==> src/rtl/seg_ctrl_if.sv <==
// Segment-register load handshake bundle: CS/sreg load requesters, prefix decode,
// segment select and the write port of the segment register bank.
interface seg_ctrl_if;
    // Interrupt-vector CS load
    logic        int_req;
    logic [15:0] int_cs;
    logic        int_ack;
    // Far JMP/CALL/RET CS load
    logic        far_req;
    logic [15:0] far_cs;
    logic        far_ack;
    // Execution-unit MOV/POP sreg
    logic        eu_req;
    logic [1:0]  eu_sel;
    logic [15:0] eu_data;
    logic        eu_ack;
    logic        eu_err;
    // Prefix decode and access-segment selection
    logic        pfx_load;
    logic [1:0]  pfx_sel;
    logic        instr_end;
    logic [1:0]  acc_type;
    logic [1:0]  seg_sel;
    // Segment register bank write port
    logic        ena_cs;
    logic        ena_ds;
    logic        ena_es;
    logic        ena_ss;
    logic [15:0] d_seg;
    logic        busy;
    logic        int_inhibit;

    modport slave (
        input  int_req, int_cs, far_req, far_cs, eu_req, eu_sel, eu_data,
        input  pfx_load, pfx_sel, instr_end, acc_type,
        output int_ack, far_ack, eu_ack, eu_err, seg_sel,
        output ena_cs, ena_ds, ena_es, ena_ss, d_seg, busy, int_inhibit
    );

    modport master (
        output int_req, int_cs, far_req, far_cs, eu_req, eu_sel, eu_data,
        output pfx_load, pfx_sel, instr_end, acc_type,
        input  int_ack, far_ack, eu_ack, eu_err, seg_sel,
        input  ena_cs, ena_ds, ena_es, ena_ss, d_seg, busy, int_inhibit
    );
endinterface

==> src/rtl/seg_ctrl.sv <==
// Segment register controller: arbitrates CS/sreg loads into the segment bank,
// tracks the segment-override prefix and the post-SS-load interrupt inhibit.
module seg_ctrl #(
    parameter bit INHIBIT_EN = 1'b1
) (
    input logic       clk,
    input logic       rst,
    seg_ctrl_if.slave bus
);

    typedef enum logic [1:0] {
        StIdle  = 2'd0,
        StGrant = 2'd1,
        StAck   = 2'd2
    } state_e;

    typedef enum logic [1:0] {
        WinInt = 2'd0,
        WinFar = 2'd1,
        WinEu  = 2'd2
    } win_e;

    localparam logic [1:0] SegEs = 2'b00;
    localparam logic [1:0] SegCs = 2'b01;
    localparam logic [1:0] SegSs = 2'b10;
    localparam logic [1:0] SegDs = 2'b11;

    state_e      state_q;
    win_e        win_q;
    logic        ena_cs_q;
    logic        ena_ds_q;
    logic        ena_es_q;
    logic        ena_ss_q;
    logic [15:0] d_seg_q;
    logic        int_ack_q;
    logic        far_ack_q;
    logic        eu_ack_q;
    logic        eu_err_q;
    logic        busy_q;
    logic        inhibit_q;
    logic [1:0]  pfx_q;
    logic        pfx_vld_q;

    logic        arb_any;
    logic        arb_err;
    win_e        arb_win;
    logic [1:0]  arb_tgt;
    logic [15:0] arb_data;

    // Fixed priority INT > FAR > EU; INT and FAR always load CS.
    always_comb begin
        arb_any  = bus.int_req | bus.far_req | bus.eu_req;
        arb_win  = WinEu;
        arb_tgt  = bus.eu_sel;
        arb_data = bus.eu_data;
        if (bus.int_req) begin
            arb_win  = WinInt;
            arb_tgt  = SegCs;
            arb_data = bus.int_cs;
        end else if (bus.far_req) begin
            arb_win  = WinFar;
            arb_tgt  = SegCs;
            arb_data = bus.far_cs;
        end
        // MOV/POP into CS is illegal: acknowledged with an error, bank untouched.
        arb_err = (arb_win == WinEu) && (arb_tgt == SegCs);
    end

    always_ff @(posedge clk or negedge rst) begin
        if (!rst) begin
            state_q   <= StIdle;
            win_q     <= WinInt;
            ena_cs_q  <= 1'b0;
            ena_ds_q  <= 1'b0;
            ena_es_q  <= 1'b0;
            ena_ss_q  <= 1'b0;
            d_seg_q   <= 16'h0000;
            int_ack_q <= 1'b0;
            far_ack_q <= 1'b0;
            eu_ack_q  <= 1'b0;
            eu_err_q  <= 1'b0;
            busy_q    <= 1'b0;
        end else begin
            ena_cs_q  <= 1'b0;
            ena_ds_q  <= 1'b0;
            ena_es_q  <= 1'b0;
            ena_ss_q  <= 1'b0;
            d_seg_q   <= 16'h0000;
            int_ack_q <= 1'b0;
            far_ack_q <= 1'b0;
            eu_ack_q  <= 1'b0;
            eu_err_q  <= 1'b0;
            case (state_q)
                StIdle: begin
                    if (arb_any) begin
                        win_q  <= arb_win;
                        busy_q <= 1'b1;
                        if (arb_err) begin
                            state_q  <= StAck;
                            eu_ack_q <= 1'b1;
                            eu_err_q <= 1'b1;
                        end else begin
                            state_q  <= StGrant;
                            d_seg_q  <= arb_data;
                            ena_cs_q <= (arb_tgt == SegCs);
                            ena_ds_q <= (arb_tgt == SegDs);
                            ena_es_q <= (arb_tgt == SegEs);
                            ena_ss_q <= (arb_tgt == SegSs);
                        end
                    end
                end
                StGrant: begin
                    state_q   <= StAck;
                    int_ack_q <= (win_q == WinInt);
                    far_ack_q <= (win_q == WinFar);
                    eu_ack_q  <= (win_q == WinEu);
                end
                StAck: begin
                    state_q <= StIdle;
                    busy_q  <= 1'b0;
                end
                default: begin
                    state_q <= StIdle;
                    busy_q  <= 1'b0;
                end
            endcase
        end
    end

    // An SS load blocks interrupts until the following instruction has ended.
    always_ff @(posedge clk or negedge rst) begin
        if (!rst) begin
            inhibit_q <= 1'b0;
        end else if (INHIBIT_EN && (state_q == StGrant) && ena_ss_q) begin
            inhibit_q <= 1'b1;
        end else if (bus.instr_end) begin
            inhibit_q <= 1'b0;
        end
    end

    always_ff @(posedge clk or negedge rst) begin
        if (!rst) begin
            pfx_q     <= SegDs;
            pfx_vld_q <= 1'b0;
        end else if (bus.pfx_load) begin
            pfx_q     <= bus.pfx_sel;
            pfx_vld_q <= 1'b1;
        end else if (bus.instr_end) begin
            pfx_vld_q <= 1'b0;
        end
    end

    // Code fetch and string destination ignore any override.
    always_comb begin
        case (bus.acc_type)
            2'b00:   bus.seg_sel = SegCs;
            2'b01:   bus.seg_sel = pfx_vld_q ? pfx_q : SegDs;
            2'b10:   bus.seg_sel = pfx_vld_q ? pfx_q : SegSs;
            default: bus.seg_sel = SegEs;
        endcase
    end

    assign bus.ena_cs      = ena_cs_q;
    assign bus.ena_ds      = ena_ds_q;
    assign bus.ena_es      = ena_es_q;
    assign bus.ena_ss      = ena_ss_q;
    assign bus.d_seg       = d_seg_q;
    assign bus.int_ack     = int_ack_q;
    assign bus.far_ack     = far_ack_q;
    assign bus.eu_ack      = eu_ack_q;
    assign bus.eu_err      = eu_err_q;
    assign bus.busy        = busy_q;
    assign bus.int_inhibit = inhibit_q;

`ifndef SYNTHESIS
    a_ena_onehot: assert property (@(posedge clk) disable iff (!rst)
        $onehot0({ena_cs_q, ena_ds_q, ena_es_q, ena_ss_q}));
    a_ack_onehot: assert property (@(posedge clk) disable iff (!rst)
        $onehot0({int_ack_q, far_ack_q, eu_ack_q}));
`endif

endmodule

==> src/flat_wrapper.sv <==
// flat-port wrapper written by rule: the top's interface ports become plain ports
module seg_ctrl_flat 
#(
    parameter bit INHIBIT_EN = 1'b1
)
  (clk, rst, bus_int_req, bus_int_cs, bus_far_req, bus_far_cs, bus_eu_req, bus_eu_sel, bus_eu_data, bus_pfx_load, bus_pfx_sel, bus_instr_end, bus_acc_type, bus_int_ack, bus_far_ack, bus_eu_ack, bus_eu_err, bus_seg_sel, bus_ena_cs, bus_ena_ds, bus_ena_es, bus_ena_ss, bus_d_seg, bus_busy, bus_int_inhibit);
  seg_ctrl_if bus_i ();
  input logic clk;
  input logic rst;
  input wire logic [$bits(bus_i.int_req)-1:0] bus_int_req;
  input wire logic [$bits(bus_i.int_cs)-1:0] bus_int_cs;
  input wire logic [$bits(bus_i.far_req)-1:0] bus_far_req;
  input wire logic [$bits(bus_i.far_cs)-1:0] bus_far_cs;
  input wire logic [$bits(bus_i.eu_req)-1:0] bus_eu_req;
  input wire logic [$bits(bus_i.eu_sel)-1:0] bus_eu_sel;
  input wire logic [$bits(bus_i.eu_data)-1:0] bus_eu_data;
  input wire logic [$bits(bus_i.pfx_load)-1:0] bus_pfx_load;
  input wire logic [$bits(bus_i.pfx_sel)-1:0] bus_pfx_sel;
  input wire logic [$bits(bus_i.instr_end)-1:0] bus_instr_end;
  input wire logic [$bits(bus_i.acc_type)-1:0] bus_acc_type;
  output wire logic [$bits(bus_i.int_ack)-1:0] bus_int_ack;
  output wire logic [$bits(bus_i.far_ack)-1:0] bus_far_ack;
  output wire logic [$bits(bus_i.eu_ack)-1:0] bus_eu_ack;
  output wire logic [$bits(bus_i.eu_err)-1:0] bus_eu_err;
  output wire logic [$bits(bus_i.seg_sel)-1:0] bus_seg_sel;
  output wire logic [$bits(bus_i.ena_cs)-1:0] bus_ena_cs;
  output wire logic [$bits(bus_i.ena_ds)-1:0] bus_ena_ds;
  output wire logic [$bits(bus_i.ena_es)-1:0] bus_ena_es;
  output wire logic [$bits(bus_i.ena_ss)-1:0] bus_ena_ss;
  output wire logic [$bits(bus_i.d_seg)-1:0] bus_d_seg;
  output wire logic [$bits(bus_i.busy)-1:0] bus_busy;
  output wire logic [$bits(bus_i.int_inhibit)-1:0] bus_int_inhibit;
  assign bus_i.int_req = bus_int_req;
  assign bus_i.int_cs = bus_int_cs;
  assign bus_i.far_req = bus_far_req;
  assign bus_i.far_cs = bus_far_cs;
  assign bus_i.eu_req = bus_eu_req;
  assign bus_i.eu_sel = bus_eu_sel;
  assign bus_i.eu_data = bus_eu_data;
  assign bus_i.pfx_load = bus_pfx_load;
  assign bus_i.pfx_sel = bus_pfx_sel;
  assign bus_i.instr_end = bus_instr_end;
  assign bus_i.acc_type = bus_acc_type;
  assign bus_int_ack = bus_i.int_ack;
  assign bus_far_ack = bus_i.far_ack;
  assign bus_eu_ack = bus_i.eu_ack;
  assign bus_eu_err = bus_i.eu_err;
  assign bus_seg_sel = bus_i.seg_sel;
  assign bus_ena_cs = bus_i.ena_cs;
  assign bus_ena_ds = bus_i.ena_ds;
  assign bus_ena_es = bus_i.ena_es;
  assign bus_ena_ss = bus_i.ena_ss;
  assign bus_d_seg = bus_i.d_seg;
  assign bus_busy = bus_i.busy;
  assign bus_int_inhibit = bus_i.int_inhibit;
  seg_ctrl #(.INHIBIT_EN(INHIBIT_EN)) u_core (.clk(clk), .rst(rst), .bus(bus_i));
endmodule
==> config.mk <==
export PLATFORM = sky130hd
export DESIGN_NAME = seg_ctrl_flat
export DESIGN_NICKNAME = d
export VERILOG_FILES = /design/src/rtl/seg_ctrl_if.sv /design/src/rtl/seg_ctrl.sv /design/src/flat_wrapper.sv
export SDC_FILE = /design/constraint.sdc
export NUM_CORES = 1
export LEC_CHECK = 0
export ABC_AREA = 1
export CORE_MARGIN = 2
export CORE_UTILIZATION = 50
export DETAILED_ROUTE_END_ITERATION = 8
export DONT_BUFFER_PORTS = 1
export PLACE_DENSITY_LB_ADDON = 0.08
export SYNTH_ARGS = -nofsm -noshare
export SYNTH_HDL_FRONTEND = slang
export SYNTH_SLANG_ARGS = --single-unit
==> constraint.sdc <==
create_clock -name clk -period 1.95 [get_ports clk]
set_input_delay 0.39 -clock clk [delete_from_list [all_inputs] [get_ports clk]]
set_output_delay 0.39 -clock clk [all_outputs]
set_load 0.01 [all_outputs]
==> flow_results.xml, run 1 <==
<?xml version="1.0" encoding="UTF-8"?>
<metrics>
  <group name="run_status">
    <metric name="run_status" unit="">finished clean</metric>
  </group>
  <group name="synthesis">
    <metric name="postSynthNetCount" unit="">271</metric>
    <metric name="synth.ff_latch_count" unit="">33</metric>
    <metric name="mapped_cell_area" unit="sq um">1650</metric>
    <metric name="synth.area.top_cells" unit="">sky130_fd_sc_hd__dfrtp_1, sky130_fd_sc_hd__nand2_1, sky130_fd_sc_hd__nor2_1</metric>
    <metric name="synth-edff-count" unit="">0</metric>
    <metric name="synth_cells" unit="">210</metric>
    <metric name="synth_warnings" unit="">0</metric>
    <metric name="seq_area_frac_synth" unit="">0.502</metric>
    <metric name="synth_most_common_cell" unit="">sky130_fd_sc_hd__nand2_1</metric>
    <metric name="fraction_of_synthesis_flops_using_an_asynchronous_set_or_reset_pin" unit="">1.00</metric>
    <metric name="postSynth.topFlopCell" unit="">sky130_fd_sc_hd__dfrtp_1</metric>
    <metric name="synth.cells.most_frequent" unit="">sky130_fd_sc_hd__nand2_1, sky130_fd_sc_hd__nor2_1, sky130_fd_sc_hd__dfrtp_1</metric>
    <metric name="netlist.area_leader.share" unit="">0.470</metric>
    <metric name="synth_area_per_cell" unit="sq um">7.86</metric>
    <metric name="synth.lib_cells_used.distinct" unit="">18</metric>
    <metric name="synth_top_cell_by_area" unit="">sky130_fd_sc_hd__dfrtp_1</metric>
  </group>
  <group name="setup_path">
    <metric name="path_max_fanout" unit="">2</metric>
    <metric name="required" unit="ps">1560</metric>
    <metric name="critPathCaptureType" unit="">output port</metric>
    <metric name="r2r_slack" unit="ps">770</metric>
    <metric name="crit-reg2reg-launch" unit="">u_core.state_q[0]</metric>
    <metric name="cp_data_arrival_time" unit="ps">1170</metric>
    <metric name="worst_setup_path_start_kind" unit="">register</metric>
    <metric name="worst_path_class_setup" unit="">reg2out</metric>
    <metric name="crit-reg2reg-capture" unit="">u_core.bus.d_seg[1]</metric>
    <metric name="worst_r2r_path_depth" unit="">3</metric>
  </group>
  <group name="clock_network">
    <metric name="cts_max_level" unit="">2</metric>
    <metric name="clk_root_buffer_cell" unit="">sky130_fd_sc_hd__clkbuf_4</metric>
    <metric name="cts_made_buffers" unit="">5</metric>
    <metric name="cts_tree" unit="">done</metric>
    <metric name="insertion_delay" unit="ps">340</metric>
    <metric name="path_clk_slew" unit="ps">100</metric>
    <metric name="clock_path_buffers" unit="">2</metric>
    <metric name="num_clock_sinks" unit="">33</metric>
    <metric name="cts.repair.resized" unit="">0</metric>
    <metric name="post_cts_buffers" unit="">0</metric>
    <metric name="cts-hold-fix-buffers" unit="">2</metric>
  </group>
  <group name="floorplanning">
    <metric name="die_y" unit="microns">61.5</metric>
    <metric name="io-pin-count" unit="">89</metric>
    <metric name="floorplan.die_area" unit="sq um">3780</metric>
    <metric name="chipWidth" unit="microns">61.5</metric>
    <metric name="floorplan.core_area" unit="sq um">3100</metric>
    <metric name="std_cell_rows" unit="">20</metric>
    <metric name="initial_utilization" unit="">0.532</metric>
  </group>
  <group name="worst_hold_path">
    <metric name="worstHoldEndpoint" unit="">u_core.bus.ena_es</metric>
    <metric name="hold_path_depth" unit="">1</metric>
    <metric name="holdCritStartpoint" unit="">bus_eu_sel[1]</metric>
    <metric name="hold_path_class" unit="">in2reg</metric>
  </group>
  <group name="timing">
    <metric name="fmaxAchievable" unit="MHz">641</metric>
    <metric name="setup_tns" unit="ps">0</metric>
    <metric name="final_period_minus_worst_setup_slack" unit="ps">1560</metric>
    <metric name="rsz0062_at_grt" unit="">no</metric>
    <metric name="finalClockSkew" unit="ps">15.9</metric>
    <metric name="final-max-slew-violation-count" unit="">0</metric>
    <metric name="hold_vio_cnt_final" unit="">0</metric>
    <metric name="finalSetupViolCount" unit="">0</metric>
    <metric name="final_cycle_utilization_of_the_critical_path" unit="">0.800</metric>
    <metric name="worst-slew-pin-transition" unit="ps">257</metric>
    <metric name="slew-limit-headroom" unit="">0.827</metric>
  </group>
  <group name="global_route">
    <metric name="grt.total_usage" unit="">0.180</metric>
    <metric name="grt_pass1_vias" unit="">1138</metric>
    <metric name="antenna_found_initial" unit="">0</metric>
    <metric name="overflow" unit="">0</metric>
    <metric name="first_pass_grt_wire_length" unit="mm">4.81</metric>
    <metric name="grt_max_degree" unit="">34</metric>
  </group>
  <group name="placement">
    <metric name="gp_congestion" unit="">0.749</metric>
    <metric name="instance_area_at_placement" unit="sq um">1640</metric>
    <metric name="detailedPlacementHpwl" unit="mm">2.45</metric>
    <metric name="portBuffers" unit="">0</metric>
  </group>
  <group name="drt">
    <metric name="post-route-drc-count" unit="">0</metric>
    <metric name="dr_total_vias" unit="">1285</metric>
    <metric name="routed_wire_length_per_instance" unit="microns">12.3</metric>
    <metric name="postRouteWirelength" unit="mm">3.16</metric>
    <metric name="antenna_violating_nets_post_route" unit="">0</metric>
    <metric name="first_iter_violations" unit="">62</metric>
    <metric name="vias_per_cell" unit="">5.00</metric>
    <metric name="drtPass1Iterations" unit="">4</metric>
  </group>
  <group name="final_layout">
    <metric name="nNetsFinal" unit="">273</metric>
    <metric name="syn_to_final_growth" unit="%">4.93</metric>
    <metric name="nFillCells" unit="">303</metric>
    <metric name="final_cell_area" unit="sq um">1730</metric>
    <metric name="diode_count" unit="">0</metric>
    <metric name="final_layout_size_suffix_gt1_frac" unit="">0.113</metric>
  </group>
  <group name="power">
    <metric name="p_leak" unit="uW">0.000971</metric>
    <metric name="cellPowerDensity" unit="nW/um^2">1040</metric>
    <metric name="vdd.ir_drop.worst" unit="mV">0.385</metric>
  </group>
  <group name="job">
    <metric name="cap_violations" unit="">0</metric>
  </group>
</metrics>
## worst max-delay path, cell delays in order, from the launching register on
cell                      delay (ps)
sky130_fd_sc_hd__dfstp_2         530
sky130_fd_sc_hd__o21ai_0          80
sky130_fd_sc_hd__a21oi_1         240
## report_power, final
group	internal, uW	total [uW]	switching, uW	leakage (uW)
sequential	860	1020	164	0.000429
clock	178	386	209	0.0000326
combinational	128	384	255	0.000510
total	1170	1790	627	0.000971
## cell type report
class                           count  area, sq um  area share
Clock buffer                        8         58.8      0.0340
Inverter                           29          111      0.0643
Multi-Input combinational cell    141          648       0.374
Sequential cell                    33          828       0.478
Tap cell                           44         55.1      0.0318
Timing Repair Buffer                2         30.0      0.0173
## how the worst max path moves through the flow
stage,startpoint,end,slack (ps)
2_1_floorplan,u_core.pfx_q[1],bus_seg_sel[1],780
3_3_place_gp,u_core.pfx_q[1],bus_seg_sel[1],750
3_5_place_dp,u_core.pfx_q[1],bus_seg_sel[1],740
4_1_cts,u_core.pfx_q[1],bus_seg_sel[1],370
5_1_grt,u_core.pfx_q[1],bus_seg_sel[1],310
6_report,u_core.pfx_q[1],bus_seg_sel[1],390
## metrics by stage
| stage | setup slack, ps | hold slack [ps] | total power (uW) | instances | util |
|---|---|---|---|---|---|
| 2_1_floorplan | 776 | 94.4 | 1360 | 210 | - |
| 3_3_place_gp | 752 | 95.0 | 1400 | 247 | 0.529 |
| 3_5_place_dp | 744 | 95.0 | 1420 | 247 | 0.529 |
| 4_1_cts | 372 | 105 | 1820 | 257 | 0.558 |
| 5_1_grt | 306 | 88.8 | 1930 | 257 | 0.558 |
| 6_report | 390 | 110 | 1790 | 257 | 0.558 |
## cells by family (layout without fill, tap and decap cells)
logic type	Yosys count	in the layout	synth area share
compound gates	9	9	0.0273
buf+inv	36	39	0.105
flops	33	33	0.502
simple gates	132	132	0.365
## cell usage in the layout, fill, tap and decap left out
cell type | netlist | final
sky130_fd_sc_hd__nand3_1 | 19 | 19
sky130_fd_sc_hd__dfstp_2 | 2 | 2
sky130_fd_sc_hd__nor3b_1 | 1 | 1
sky130_fd_sc_hd__inv_1 | 28 | 28
sky130_fd_sc_hd__nand2_1 | 49 | 49
sky130_fd_sc_hd__nor2_2 | 9 | 9
sky130_fd_sc_hd__dlygate4sd3_1 | 0 | 1
sky130_fd_sc_hd__nor2_1 | 45 | 45
sky130_fd_sc_hd__nand2_4 | 3 | 3
sky130_fd_sc_hd__dfrtp_1 | 31 | 31
sky130_fd_sc_hd__a21oi_1 | 4 | 4
sky130_fd_sc_hd__nand3_4 | 1 | 1
sky130_fd_sc_hd__nor3_1 | 4 | 4
sky130_fd_sc_hd__clkbuf_1 | 0 | 2
sky130_fd_sc_hd__nor2_8 | 1 | 1
sky130_fd_sc_hd__inv_4 | 1 | 1
sky130_fd_sc_hd__buf_12 | 0 | 1
sky130_fd_sc_hd__o21ai_0 | 5 | 5
sky130_fd_sc_hd__clkbuf_8 | 0 | 1
sky130_fd_sc_hd__clkbuf_4 | 0 | 5
## layer usage
| metal | track usage | wire length (microns) |
|---|---|---|
| met5 | 0 | 0 |
| met2 | 0.319 | 1680 |
| met3 | 0.0504 | 242 |
| met4 | 0.112 | 55 |
| met1 | 0.185 | 1180 |
## flip-flops by register name, summed over array words and instances, names as in the netlist
| signal | cells |
|---|---|
| u_core.bus.busy | 1 |
| u_core.bus.d_seg | 16 |
| u_core.bus.ena_cs | 1 |
| u_core.bus.ena_ds | 1 |
| u_core.bus.ena_es | 1 |
| u_core.bus.ena_ss | 1 |
| u_core.bus.eu_ack | 1 |
| u_core.bus.eu_err | 1 |
| u_core.bus.far_ack | 1 |
| u_core.bus.int_ack | 1 |
| u_core.bus.int_inhibit | 1 |
| u_core.pfx_q | 2 |
| u_core.pfx_vld_q | 1 |
| u_core.state_q | 2 |
| u_core.win_q | 2 |
Power figures use the tool's default switching activity.
==> run 2: changes to the inputs <==
Clock period 1.95 ns to 1.36 ns, I/O delays scaled along.
==> run 2 against run 1 <==
  * Non-clock buffer count grew 1
  * Global-route usage is 1.1 points higher
  * Sequential share of layout area decreased by 0.75 points
  * Die area did not move
  * Largest power group unchanged
==> flow_results.xml, run 2 (synthesis results as in run 1) <==
<?xml version="1.0" encoding="UTF-8"?>
<metrics>
  <group name="run_status">
    <metric name="run_status" unit="">finished clean</metric>
  </group>
  <group name="global_route">
    <metric name="grt_pass1_vias" unit="">1248</metric>
    <metric name="first_pass_grt_wire_length" unit="mm">5.18</metric>
    <metric name="grt_max_degree" unit="">34</metric>
    <metric name="antenna_found_initial" unit="">0</metric>
    <metric name="grt.total_usage" unit="">0.191</metric>
    <metric name="overflow" unit="">0</metric>
  </group>
  <group name="power">
    <metric name="p_leak" unit="uW">0.000975</metric>
    <metric name="power.net_switching" unit="uW">904</metric>
    <metric name="power.share.sequential" unit="">0.580</metric>
    <metric name="p_sw_frac" unit="">0.357</metric>
    <metric name="clockPowerShare" unit="">0.195</metric>
    <metric name="vdd.ir_drop.worst" unit="mV">0.508</metric>
    <metric name="pwr-share-comb" unit="">0.225</metric>
    <metric name="design_power_total" unit="uW">2530</metric>
    <metric name="internal_power" unit="uW">1630</metric>
    <metric name="cellPowerDensity" unit="nW/um^2">1440</metric>
  </group>
  <group name="final_layout">
    <metric name="mostFrequentLayoutCell" unit="">sky130_fd_sc_hd__nand2_1</metric>
    <metric name="most-common-layout-cells" unit="">sky130_fd_sc_hd__nand2_1, sky130_fd_sc_hd__nor2_1, sky130_fd_sc_hd__dfrtp_1, sky130_fd_sc_hd__inv_1, sky130_fd_sc_hd__nand3_1</metric>
    <metric name="syn_to_final_growth" unit="%">6.60</metric>
    <metric name="final_cell_area" unit="sq um">1760</metric>
    <metric name="diode_count" unit="">0</metric>
    <metric name="nNetsFinal" unit="">274</metric>
    <metric name="layout.core_utilization" unit="">0.567</metric>
    <metric name="final_layout_size_suffix_gt1_frac" unit="">0.136</metric>
    <metric name="largest_register_ffs" unit="">16</metric>
    <metric name="nFillCells" unit="">310</metric>
  </group>
  <group name="timing">
    <metric name="finalSetupViolCount" unit="">0</metric>
    <metric name="fmaxAchievable" unit="MHz">739</metric>
    <metric name="setup_tns" unit="ps">0</metric>
    <metric name="final_period_minus_worst_setup_slack" unit="ps">1350</metric>
    <metric name="slew-limit-headroom" unit="">0.827</metric>
    <metric name="rsz0062_at_grt" unit="">yes</metric>
    <metric name="finalClockSkew" unit="ps">14.5</metric>
    <metric name="final_cycle_utilization_of_the_critical_path" unit="">0.995</metric>
    <metric name="final-max-slew-violation-count" unit="">0</metric>
    <metric name="worst-slew-pin-transition" unit="ps">257</metric>
    <metric name="post-route-worst-setup-slack" unit="ps">6.39</metric>
    <metric name="hold_vio_cnt_final" unit="">0</metric>
  </group>
  <group name="placement">
    <metric name="detailedPlace.worstSlack" unit="ps">184</metric>
    <metric name="instance_area_at_placement" unit="sq um">1640</metric>
    <metric name="portBuffers" unit="">0</metric>
    <metric name="detailedPlacementHpwl" unit="mm">2.52</metric>
    <metric name="gp_congestion" unit="">0.744</metric>
  </group>
  <group name="drt">
    <metric name="met3_wire_len" unit="microns">253</metric>
    <metric name="drtPass1Iterations" unit="">4</metric>
    <metric name="postRouteWirelength" unit="mm">3.33</metric>
    <metric name="antenna_violating_nets_post_route" unit="">0</metric>
    <metric name="post-route-drc-count" unit="">0</metric>
    <metric name="first_iter_violations" unit="">44</metric>
    <metric name="routed_wire_length_per_instance" unit="microns">12.9</metric>
    <metric name="vias_per_cell" unit="">5.00</metric>
    <metric name="wl_met2" unit="mm">1.82</metric>
    <metric name="dr_total_vias" unit="">1290</metric>
    <metric name="route.layer.met1.wl" unit="mm">1.19</metric>
    <metric name="routed.top_layer" unit="">met4</metric>
  </group>
  <group name="setup_path">
    <metric name="crit-reg2reg-launch" unit="">u_core.state_q[0]</metric>
    <metric name="cpPeakStageDelay" unit="ps">560</metric>
    <metric name="cp_data_arrival_time" unit="ps">1080</metric>
    <metric name="required" unit="ps">1090</metric>
    <metric name="worst_path_cell_with_the_longest_stage_delay" unit="">sky130_fd_sc_hd__dfstp_2</metric>
    <metric name="critical_path.startpoint" unit="">u_core.pfx_q[0]</metric>
    <metric name="path_cells" unit="">nor2_4, a21oi_4</metric>
    <metric name="critPathCaptureType" unit="">output port</metric>
    <metric name="worst_setup_path_start_kind" unit="">register</metric>
    <metric name="path_max_fanout" unit="">2</metric>
    <metric name="worst_path_class_setup" unit="">reg2out</metric>
  </group>
  <group name="floorplanning">
    <metric name="floorplan.core_area" unit="sq um">3100</metric>
    <metric name="floorplan.die_area" unit="sq um">3780</metric>
    <metric name="initial_utilization" unit="">0.532</metric>
    <metric name="die_y" unit="microns">61.5</metric>
    <metric name="std_cell_rows" unit="">20</metric>
    <metric name="io-pin-count" unit="">89</metric>
    <metric name="chipWidth" unit="microns">61.5</metric>
  </group>
  <group name="job">
    <metric name="cap_violations" unit="">0</metric>
  </group>
  <group name="worst_hold_path">
    <metric name="holdCritStartpoint" unit="">bus_pfx_load</metric>
    <metric name="hold_path_class" unit="">in2reg</metric>
  </group>
  <group name="clock_network">
    <metric name="num_clock_sinks" unit="">33</metric>
    <metric name="insertion_delay" unit="ps">330</metric>
    <metric name="clk_root_buffer_cell" unit="">sky130_fd_sc_hd__clkbuf_4</metric>
    <metric name="cts_max_level" unit="">2</metric>
    <metric name="path_clk_slew" unit="ps">90</metric>
    <metric name="clock_path_buffers" unit="">2</metric>
    <metric name="cts_tree" unit="">done</metric>
    <metric name="cts_made_buffers" unit="">5</metric>
  </group>
</metrics>
==> run 2: cell count changes in the layout (fill, tap and decap cells not counted), sizes merged <==
cell,previous run,this run
clkbuf,8,7
clkinv,0,1
dlygate4sd3,1,2
==> run 2: through the flow <==
stage | hold WS (ps) | cells
after floorplan | -23.6 | 210
after global placement | -23.0 | 247
after detailed placement | -22.9 | 247
after CTS | 13.0 | 258
after global routing | 13.6 | 258
final | 29.8 | 258
==> run 2: cell type report <==
cell class,count,area [sq um],area share
Clock buffer,7,45.0,0.0256
Clock inverter,1,5.00,0.00284
Inverter,29,111,0.0633
Multi-Input combinational cell,141,674,0.383
Sequential cell,33,828,0.471
Tap cell,44,55.1,0.0313
Timing Repair Buffer,3,40.0,0.0228
==> run 2: worst paths after layout <==
kind,endpoint,slack (ps),depth (start not counted)
min in group asynchronous,u_core.win_q[1],380,2
hold / removal,u_core.pfx_q[0],30,2
setup reg to reg,u_core.bus.d_seg[15],180,3
setup / recovery,bus_seg_sel[0],6,2
max in group asynchronous,u_core.pfx_q[0],730,2
hold reg to reg,u_core.bus.int_ack,460,1
==> run 2: timing repair <==
item	4_1_cts	5_1_grt
hold buffers	3	0
endpoints found under the hold margin	34	0
resized for setup	5	3
setup endpoints to repair	2	2
pin swaps	3	1
setup buffers	0	0
==> run 2: critical path: cells and delay by family, from the launching register on <==
| family | cells | cell delay (ps) |
|---|---|---|
| AOI/OAI and AO/OA | 1 | 160 |
| and+or+nand+nor | 1 | 40 |
| DFF | 1 | 560 |
==> run 2: layer usage <==
metal,vias to the layer above,GRT usage
li1,640,-
met2,62,0.342
met3,8,0.0567
met5,-,0
met1,580,0.193
met4,0,0.116
==> run 2: power groups by stage <==
stage | Combinational [uW] | Clock [uW] | Sequential [uW]
after global routing | 668 | 571 | 1510
after detailed placement | 541 | 0 | 1500
after global placement | 517 | 0 | 1490
after CTS | 579 | 518 | 1480
final | 570 | 493 | 1470
after floorplan | 504 | 0 | 1450
